`config.mk`:
```
export PLATFORM = sky130hd
export DESIGN_NAME = pushbutton_edge_pio
export DESIGN_NICKNAME = d
export VERILOG_FILES = /design/src/rtl/pushbutton_pio_pkg.sv /design/src/rtl/pb_debounce.sv /design/src/rtl/pushbutton_edge_pio.sv
export SDC_FILE = /design/constraint.sdc
export NUM_CORES = 1
export LEC_CHECK = 0
export BUFFER_PORTS_ARGS = -buffer_cell sky130_fd_sc_hd__buf_2
export CAP_MARGIN = 10
export CORE_MARGIN = 8
export CORE_UTILIZATION = 37
export CTS_CLUSTER_SIZE = 30
export DETAILED_ROUTE_END_ITERATION = 10
export PLACE_DENSITY = 0.94
export SLEW_MARGIN = 10
export SYNTH_ARGS = -nofsm -noshare
export SYNTH_HDL_FRONTEND = slang
export SYNTH_SLANG_ARGS = --single-unit
```
`constraint.sdc`:
```
create_clock -name clk -period 2 [get_ports clk]
set_input_delay 0 -clock clk [delete_from_list [all_inputs] [get_ports clk]]
set_output_delay 0 -clock clk [all_outputs]
set_load 0.005 [all_outputs]
```
`src/rtl/pushbutton_pio_pkg.sv`:
```
// pushbutton_pio_pkg: register addresses and edge-type encodings shared by the pushbutton port
package pushbutton_pio_pkg;
    localparam logic [1:0] ADDR_DATA = 2'd0;
    localparam logic [1:0] ADDR_MASK = 2'd2;
    localparam logic [1:0] ADDR_EDGE = 2'd3;
    localparam int EDGE_RISE = 0;
    localparam int EDGE_FALL = 1;
    localparam int EDGE_ANY  = 2;
endpackage

```
`src/rtl/pb_debounce.sv`:
```
// pb_debounce: one-channel level filter; a new level is accepted once it has persisted DEBOUNCE_CYCLES cycles
module pb_debounce #(
    parameter int IDLE_LEVEL      = 1,
    parameter int DEBOUNCE_CYCLES = 16
) (
    input  logic clk,
    input  logic reset,
    input  logic s2_i,
    output logic stb_o
);
    localparam int CW = $clog2(DEBOUNCE_CYCLES + 1);
    localparam logic [CW-1:0] LAST = CW'(DEBOUNCE_CYCLES - 1);
    logic [CW-1:0] cnt_q, cnt_d;
    logic stb_q, stb_d;
    // count consecutive disagreement; any agreement or acceptance restarts from zero, so it never wraps
    always_comb begin
        cnt_d = (s2_i == stb_q || cnt_q == LAST) ? '0 : cnt_q + 1'b1;
        stb_d = (s2_i != stb_q && cnt_q == LAST) ? s2_i : stb_q;
    end
    // counter and accepted level
    always_ff @(posedge clk) begin
        if (reset) begin
            cnt_q <= '0;
            stb_q <= (IDLE_LEVEL != 0);
        end else begin
            cnt_q <= cnt_d;
            stb_q <= stb_d;
        end
    end
    assign stb_o = stb_q;
endmodule

```
`src/rtl/pushbutton_edge_pio.sv`:
```
// pushbutton_edge_pio: Avalon-MM edge-capturing input port; PUSHBUTTON_DEBOUNCE_EN adds per-channel debounce
module pushbutton_edge_pio
    import pushbutton_pio_pkg::*;
#(
    parameter int WIDTH           = 2,
    parameter int EDGE_TYPE       = 1,
    parameter int IDLE_LEVEL      = 1,
    parameter int DEBOUNCE_CYCLES = 16
) (
    input  logic             clk,
    input  logic             reset,
    input  logic [1:0]       address,
    input  logic             chipselect,
    input  logic             write_n,
    input  logic [31:0]      writedata,
    input  logic [WIDTH-1:0] in_port,
    output logic [31:0]      readdata,
    output logic             irq
);
    localparam logic [WIDTH-1:0] IDLE_V = (IDLE_LEVEL != 0) ? '1 : '0;
    logic [WIDTH-1:0] s1_q, s2_q, stb_q, prev_q, mask_q, mask_d, cap_q, cap_d, edge_v, clr;
    logic [31:0] rd_d;
    logic wr;
    logic unused_bits;
    assign unused_bits = ^{writedata, 32'(DEBOUNCE_CYCLES)};
`ifdef PUSHBUTTON_DEBOUNCE_EN
    for (genvar i = 0; i < WIDTH; i++) begin : g_db
        pb_debounce #(.IDLE_LEVEL(IDLE_LEVEL), .DEBOUNCE_CYCLES(DEBOUNCE_CYCLES)) u_db (
            .clk(clk), .reset(reset), .s2_i(s2_q[i]), .stb_o(stb_q[i])
        );
    end
`else
    // stable vector is the synchroniser output delayed one register
    always_ff @(posedge clk) begin
        stb_q <= reset ? IDLE_V : s2_q;
    end
`endif
    // next-state for edge detect, capture (set beats clear), mask and read mux
    always_comb begin
        wr     = chipselect && !write_n;
        edge_v = EDGE_TYPE == EDGE_RISE ? stb_q & ~prev_q :
                 EDGE_TYPE == EDGE_FALL ? ~stb_q & prev_q : stb_q ^ prev_q;
        clr    = (wr && address == ADDR_EDGE) ? writedata[WIDTH-1:0] : '0;
        cap_d  = (cap_q & ~clr) | edge_v;
        mask_d = (wr && address == ADDR_MASK) ? writedata[WIDTH-1:0] : mask_q;
        rd_d   = address == ADDR_DATA ? 32'(stb_q) :
                 address == ADDR_MASK ? 32'(mask_q) :
                 address == ADDR_EDGE ? 32'(cap_q) : '0;
    end
    // synchroniser, edge history, registers and registered outputs
    always_ff @(posedge clk) begin
        if (reset) begin
            s1_q     <= IDLE_V;
            s2_q     <= IDLE_V;
            prev_q   <= IDLE_V;
            cap_q    <= '0;
            mask_q   <= '0;
            readdata <= '0;
            irq      <= 1'b0;
        end else begin
            s1_q     <= in_port;
            s2_q     <= s1_q;
            prev_q   <= stb_q;
            cap_q    <= cap_d;
            mask_q   <= mask_d;
            readdata <= rd_d;
            irq      <= |(cap_q & mask_q);
        end
    end
endmodule

```
==> metrics.csv, run 1 <==
metric,value,unit
status,"complete, no violations",
period_needed,1.00,ns
multi_input_area,304,um2
r2r_setup_slack,1.25,ns
cp.required,2.19,ns
crit_chain,dlygate4sd3_1 -> buf_2 -> and4bb_4 -> mux2i_1 -> nor2_1,
synthArstFlopShare,0,%
cp-end-kind,flop,
nets,138,
final_hold_viol_count,0,
startpoint,address[1],
die_w,60.6,um
critPathKind,input pin to flop,
yosysUniqueCellTypes,15,
path_max_fanout,6,
die_area,0.00368,mm2
critPathLaunchType,input pin,
ys_seq_elements,15,
yosys_most_used_dff,dfxtp_1,
fin_crit_sh,50.2,%
drive_gt1_share,25.8,%
start_util,38.3,%
cp_slowest_cell,dlygate4sd3_1,
layout_commonest_cell,conb_1,
cts_tree,yes,
fillerInstances,207,
clkTransAtPathRegs,0.09,ns
reg2reg_from,mask_q[1],
hpwl,979,um
row_count,16,
die_h,60.6,um
remaining_drc_errors,0,
drtIter0Drc,1,
ios,73,
final_util,41.0,%
grt_use_total,6.59,%
mappedNetlistArea,737,um2
slew_viol_final,0,
vias,468,
synth_edf_count,0,
hp-class,input pin to flop,
drt_pre_antenna_iters,4,
avgSynthCellArea,9.45,um2
cts_buffers,3,
cp_data_arrival_time,1.19,ns
p_per_area,686,mW/mm2
wl,1210,um
ant_nets,0,
clockRootBuffer,clkbuf_4,
place.gp.congestion,0.796,
layout_common_cells,"conb_1 (30), dfxtp_1 (15), buf_2 (12), or2_2 (8), dlygate4sd3_1 (5)",
portBuffers,12,
p_leak,0.376,nW
reg2reg_depth,2,
finalSetupViolations,0,
core,0.00192,mm2
num_antenna_cells,0,
ys_seq_area_share,40.7,%
skew,0.0103,ns
maxCapViolCount,0,
synth_warnings,0,
reg2reg_to,readdata[1],
rsz0062_at_grt,no,
worstSkewPairLatency,0.29,ns
max_stage_delay,0.53,ns
whs,0.0222,ns
ir_drop,0.000342,V
tns,0,ns
seq_area,300,um2
grt_max_degree,16,
cts_sinks,15,
wl_per_cell,9.74,um
synth_cells,78,
grt_pass1_vias,440,
timing.fmax,997,MHz
htree_num_levels,1,
avgViaCountPerCell,3.77,
synthToLayoutAreaGrowth,6.79,%
overflow,0,
max-clock-path-buffers,2,
endpoint,mask_q[1],
antenna_found_initial,0,
grt_pass1_wl,1770,um
-- power breakdown --
| part | switching, W | internal (W) |
|---|---|---|
| logic | 0.0000320 | 0.0000248 |
| registers | 0.00000353 | 0.000309 |
| clock network | 0.0000966 | 0.0000743 |
-- flip-flops by register name (all words and copies together), names as in the netlist --
name and flops:
cap_q 2, irq 1, mask_q 2, prev_q 2, readdata 2, s1_q 2
s2_q 2, stb_q 2
-- per-stage QoR --
step                      area (um2)  worst slack, ns  total power [W]  instances
final                            787            0.997         0.000540        124
after global routing             787            0.978         0.000574        124
after CTS                        787             1.01         0.000549        124
after detailed placement         709             1.17         0.000366        115
after global placement           709             1.21         0.000364        115
after floorplan                  846             1.32         0.000391        107
-- critical path, delay by kind of cell --
kind,cells,cell delay [ns]
buf+inv,2,0.69
simple gates,2,0.31
mux,1,0.19
-- per-layer routing --
layer	up-vias	part of all wire, %	track usage, %
met4	0	1.2	4.32
met3	4	16	4.03
met1	209	36	5.59
met5	-	0	0
met2	28	47	11.3
li1	227	-	-
-- cell families after synthesis --
group	share of synthesized area (%)
AOI/OAI and AO/OA	7.13
buffers and inverters	32.8
muxes	5.43
DFF	40.7
other	0.509
and+or+nand+nor	13.4
-- area by class of cell --
cell class,count,area share [%]
Multi-Input combinational cell,58,38.6
Sequential cell,15,38.2
Timing Repair Buffer,17,14.0
Tap cell,27,4.29
Clock buffer,3,2.86
Inverter,3,1.43
Clock inverter,1,0.636
-- cells in the mapped netlist, types with 2 or more instances --
cell | count | share of area, %
mux2i_1 | 4 | 5.4
a21oi_1 | 4 | 2.7
nand2b_1 | 2 | 1.7
buf_4 | 30 | 31
o21ai_0 | 2 | 1.4
inv_1 | 3 | 1.5
nor2_1 | 3 | 1.5
a211oi_1 | 2 | 2.0
or2_2 | 8 | 6.8
dfxtp_1 | 15 | 41
-- how the worst min path moves through the flow --
stage | start | endpoint | slack [ns] | cells after the start
2_1_floorplan | address[1] | readdata[0] | 0.1 | 1
3_3_place_gp | in_port[0] | s1_q[0] | 0.18 | 2
3_5_place_dp | in_port[0] | s1_q[0] | 0.19 | 2
4_1_cts | reset | mask_q[1] | 0.01 | 2
5_1_grt | reset | mask_q[0] | 0.02 | 2
6_report | reset | mask_q[0] | 0.02 | 2
-- timing repair --
action,4_1_cts,5_1_grt
gates resized for setup,0,0
hold endpoints to repair,6,0
buffers inserted,0,0
hold buffers,5,0
Power figures use the tool's default switching activity.
==> inputs of run 2 (changes only) <==
--- a/config.mk
+++ b/config.mk
@@ -8,10 +8,10 @@
 export BUFFER_PORTS_ARGS = -buffer_cell sky130_fd_sc_hd__buf_2
 export CAP_MARGIN = 10
 export CORE_MARGIN = 8
-export CORE_UTILIZATION = 37
+export CORE_UTILIZATION = 35
 export CTS_CLUSTER_SIZE = 30
 export DETAILED_ROUTE_END_ITERATION = 10
-export PLACE_DENSITY = 0.94
+export PLACE_DENSITY = 0.91
 export SLEW_MARGIN = 10
 export SYNTH_ARGS = -nofsm -noshare
 export SYNTH_HDL_FRONTEND = slang
==> constraint.sdc (replaced) <==
create_clock -name clk -period 1.04 [get_ports clk]
set_input_delay 0 -clock clk [delete_from_list [all_inputs] [get_ports clk]]
set_output_delay 0 -clock clk [all_outputs]
set_load 0.005 [all_outputs]
==> metrics.csv, run 2 (synthesized netlist as in run 1, its figures left out) <==
metric,value,unit,change
status,"complete, no violations",,
tns,0,ns,unchanged
vias,464,,-0.85%
path_max_fanout,6,,unchanged
synthToLayoutAreaGrowth,7.13,%,
place.gp.congestion,0.834,,+4.8%
finalSetupViolations,0,,unchanged
cts_setup_buffers,0,,unchanged
p_leak,0.377,nW,+0.23%
ir_drop,0.000872,V,+160%
whs,0.0395,ns,+0.0174 ns
timing.fmax,1010,MHz,
overflow,0,,unchanged
nets,138,,unchanged
seq_area,300,um2,unchanged
portBuffers,12,,unchanged
start_util,37.2,%,-1.2 points
drt_pre_antenna_iters,4,,unchanged
cp_num_buf_inv,2,,unchanged
grt_pass1_vias,417,,-5.2%
skew,0.00291,ns,-0.00735 ns
die_w,61.9,um,+2.1%
grt_pass1_wl,1680,um,-5.1%
max-clock-path-buffers,2,,unchanged
p_per_area,1310,mW/mm2,+90%
layout_commonest_cell,conb_1,,
core,0.00198,mm2,+3.1%
htree_num_levels,1,,unchanged
clkTransAtPathRegs,0.08,ns,about the same
layout_common_cells,"conb_1 (30), dfxtp_1 (15), buf_2 (11), or2_2 (8), dlygate4sd3_1 (5)",,
wl,1180,um,-2.2%
cp-end-kind,flop,,
ant_nets,0,,unchanged
row_count,16,,unchanged
slew_viol_final,0,,unchanged
cp.required,1.21,ns,-0.98 ns
cts_tree,yes,,
cp_slowest_cell,dlygate4sd3_1,,
period_needed,0.994,ns,
antenna_found_initial,0,,unchanged
grt_max_degree,16,,unchanged
final_hold_viol_count,0,,unchanged
critPathLaunchType,input pin,,
fin_crit_sh,95.6,%,
num_antenna_cells,0,,unchanged
critPathKind,input pin to flop,,
fillerInstances,207,,unchanged
crit_family,buffers and inverters,,
grt_use_total,6.08,%,-0.50 points
ios,73,,unchanged
drive_gt1_share,25.8,%,unchanged
die_area,0.00383,mm2,+4.2%
cts_buffers,3,,unchanged
avgViaCountPerCell,3.74,,-0.85%
wl_per_cell,9.52,um,-2.2%
multi_input_area,304,um2,unchanged
max_stage_delay,0.54,ns,about the same
crit_chain,dlygate4sd3_1 -> buf_4 -> and4bb_4 -> mux2i_1 -> nor2_1,,
cp_data_arrival_time,1.16,ns,-0.03 ns
cts_sinks,15,,unchanged
clockRootBuffer,clkbuf_4,,
rsz0062_at_grt,no,,
drtIter0Drc,5,,+4
worstSkewPairLatency,0.28,ns,about the same
remaining_drc_errors,0,,unchanged
die_h,61.9,um,+2.1%
hp-class,input pin to flop,,
maxCapViolCount,0,,unchanged
==> run 2: cell counts in the layout (fill, tap and decap cells not counted) <==
Identical to the previous run, type by type.
==> run 2: worst paths after layout <==
kind              slack [ns]  startpoint     endpoint  depth (start not counted)
hold / removal          0.04       reset          irq                          2
hold reg to reg         0.41     s2_q[1]     stb_q[1]                          1
setup reg to reg        0.29   mask_q[1]  readdata[1]                          2
setup / recovery        0.05  address[1]    mask_q[0]                          5
==> run 2: metrics by stage <==
stage	instance area (um2)	setup slack (ns)	std cells	utilization, %	power [W]
final	790	0.0458	124	39.8	0.00103
after global routing	790	0.0193	124	39.8	0.00110
after CTS	787	0.0435	124	39.7	0.00104
after detailed placement	709	0.232	115	35.8	0.000705
after global placement	709	0.243	115	35.8	0.000701
after floorplan	846	0.356	107	-	0.000752
==> run 2: cell type report <==
cell class,count,area share (%)
Multi-Input combinational cell,58,38.5
Sequential cell,15,38.0
Timing Repair Buffer,17,14.3
Tap cell,27,4.28
Clock buffer,3,2.85
Inverter,3,1.43
Clock inverter,1,0.634
==> run 2: report_power, final <==
part           switching, W  internal, W  leakage [nW]
sequential       0.00000692     0.000594         0.123
combinational     0.0000617    0.0000489         0.237
clock              0.000177     0.000142        0.0177
total              0.000246     0.000785         0.377
==> run 2: worst register-to-register path: stages, from the launching register on <==
cell and delay [ns]:
dfxtp_1 0.36, mux2i_1 0.09, a211oi_1 0.22
==> run 2: layer usage <==
layer  wire, um  track usage [%]  part of all wire (%)  vias up
li1           -                -                     -      227
met1        428             5.42                    36      201
met2        492             10.3                    42       36
met3        259             4.73                    22        0
met4          0             1.95                     0        0
met5          0                0                     0        -
==> run 2: repair_timing <==
| action | in CTS | in global routing |
|---|---|---|
| gates resized for setup | 0 | 1 |
| endpoints found under the setup margin | 0 | 1 |
| hold buffers | 5 | 0 |
| hold endpoints to repair | 6 | 0 |
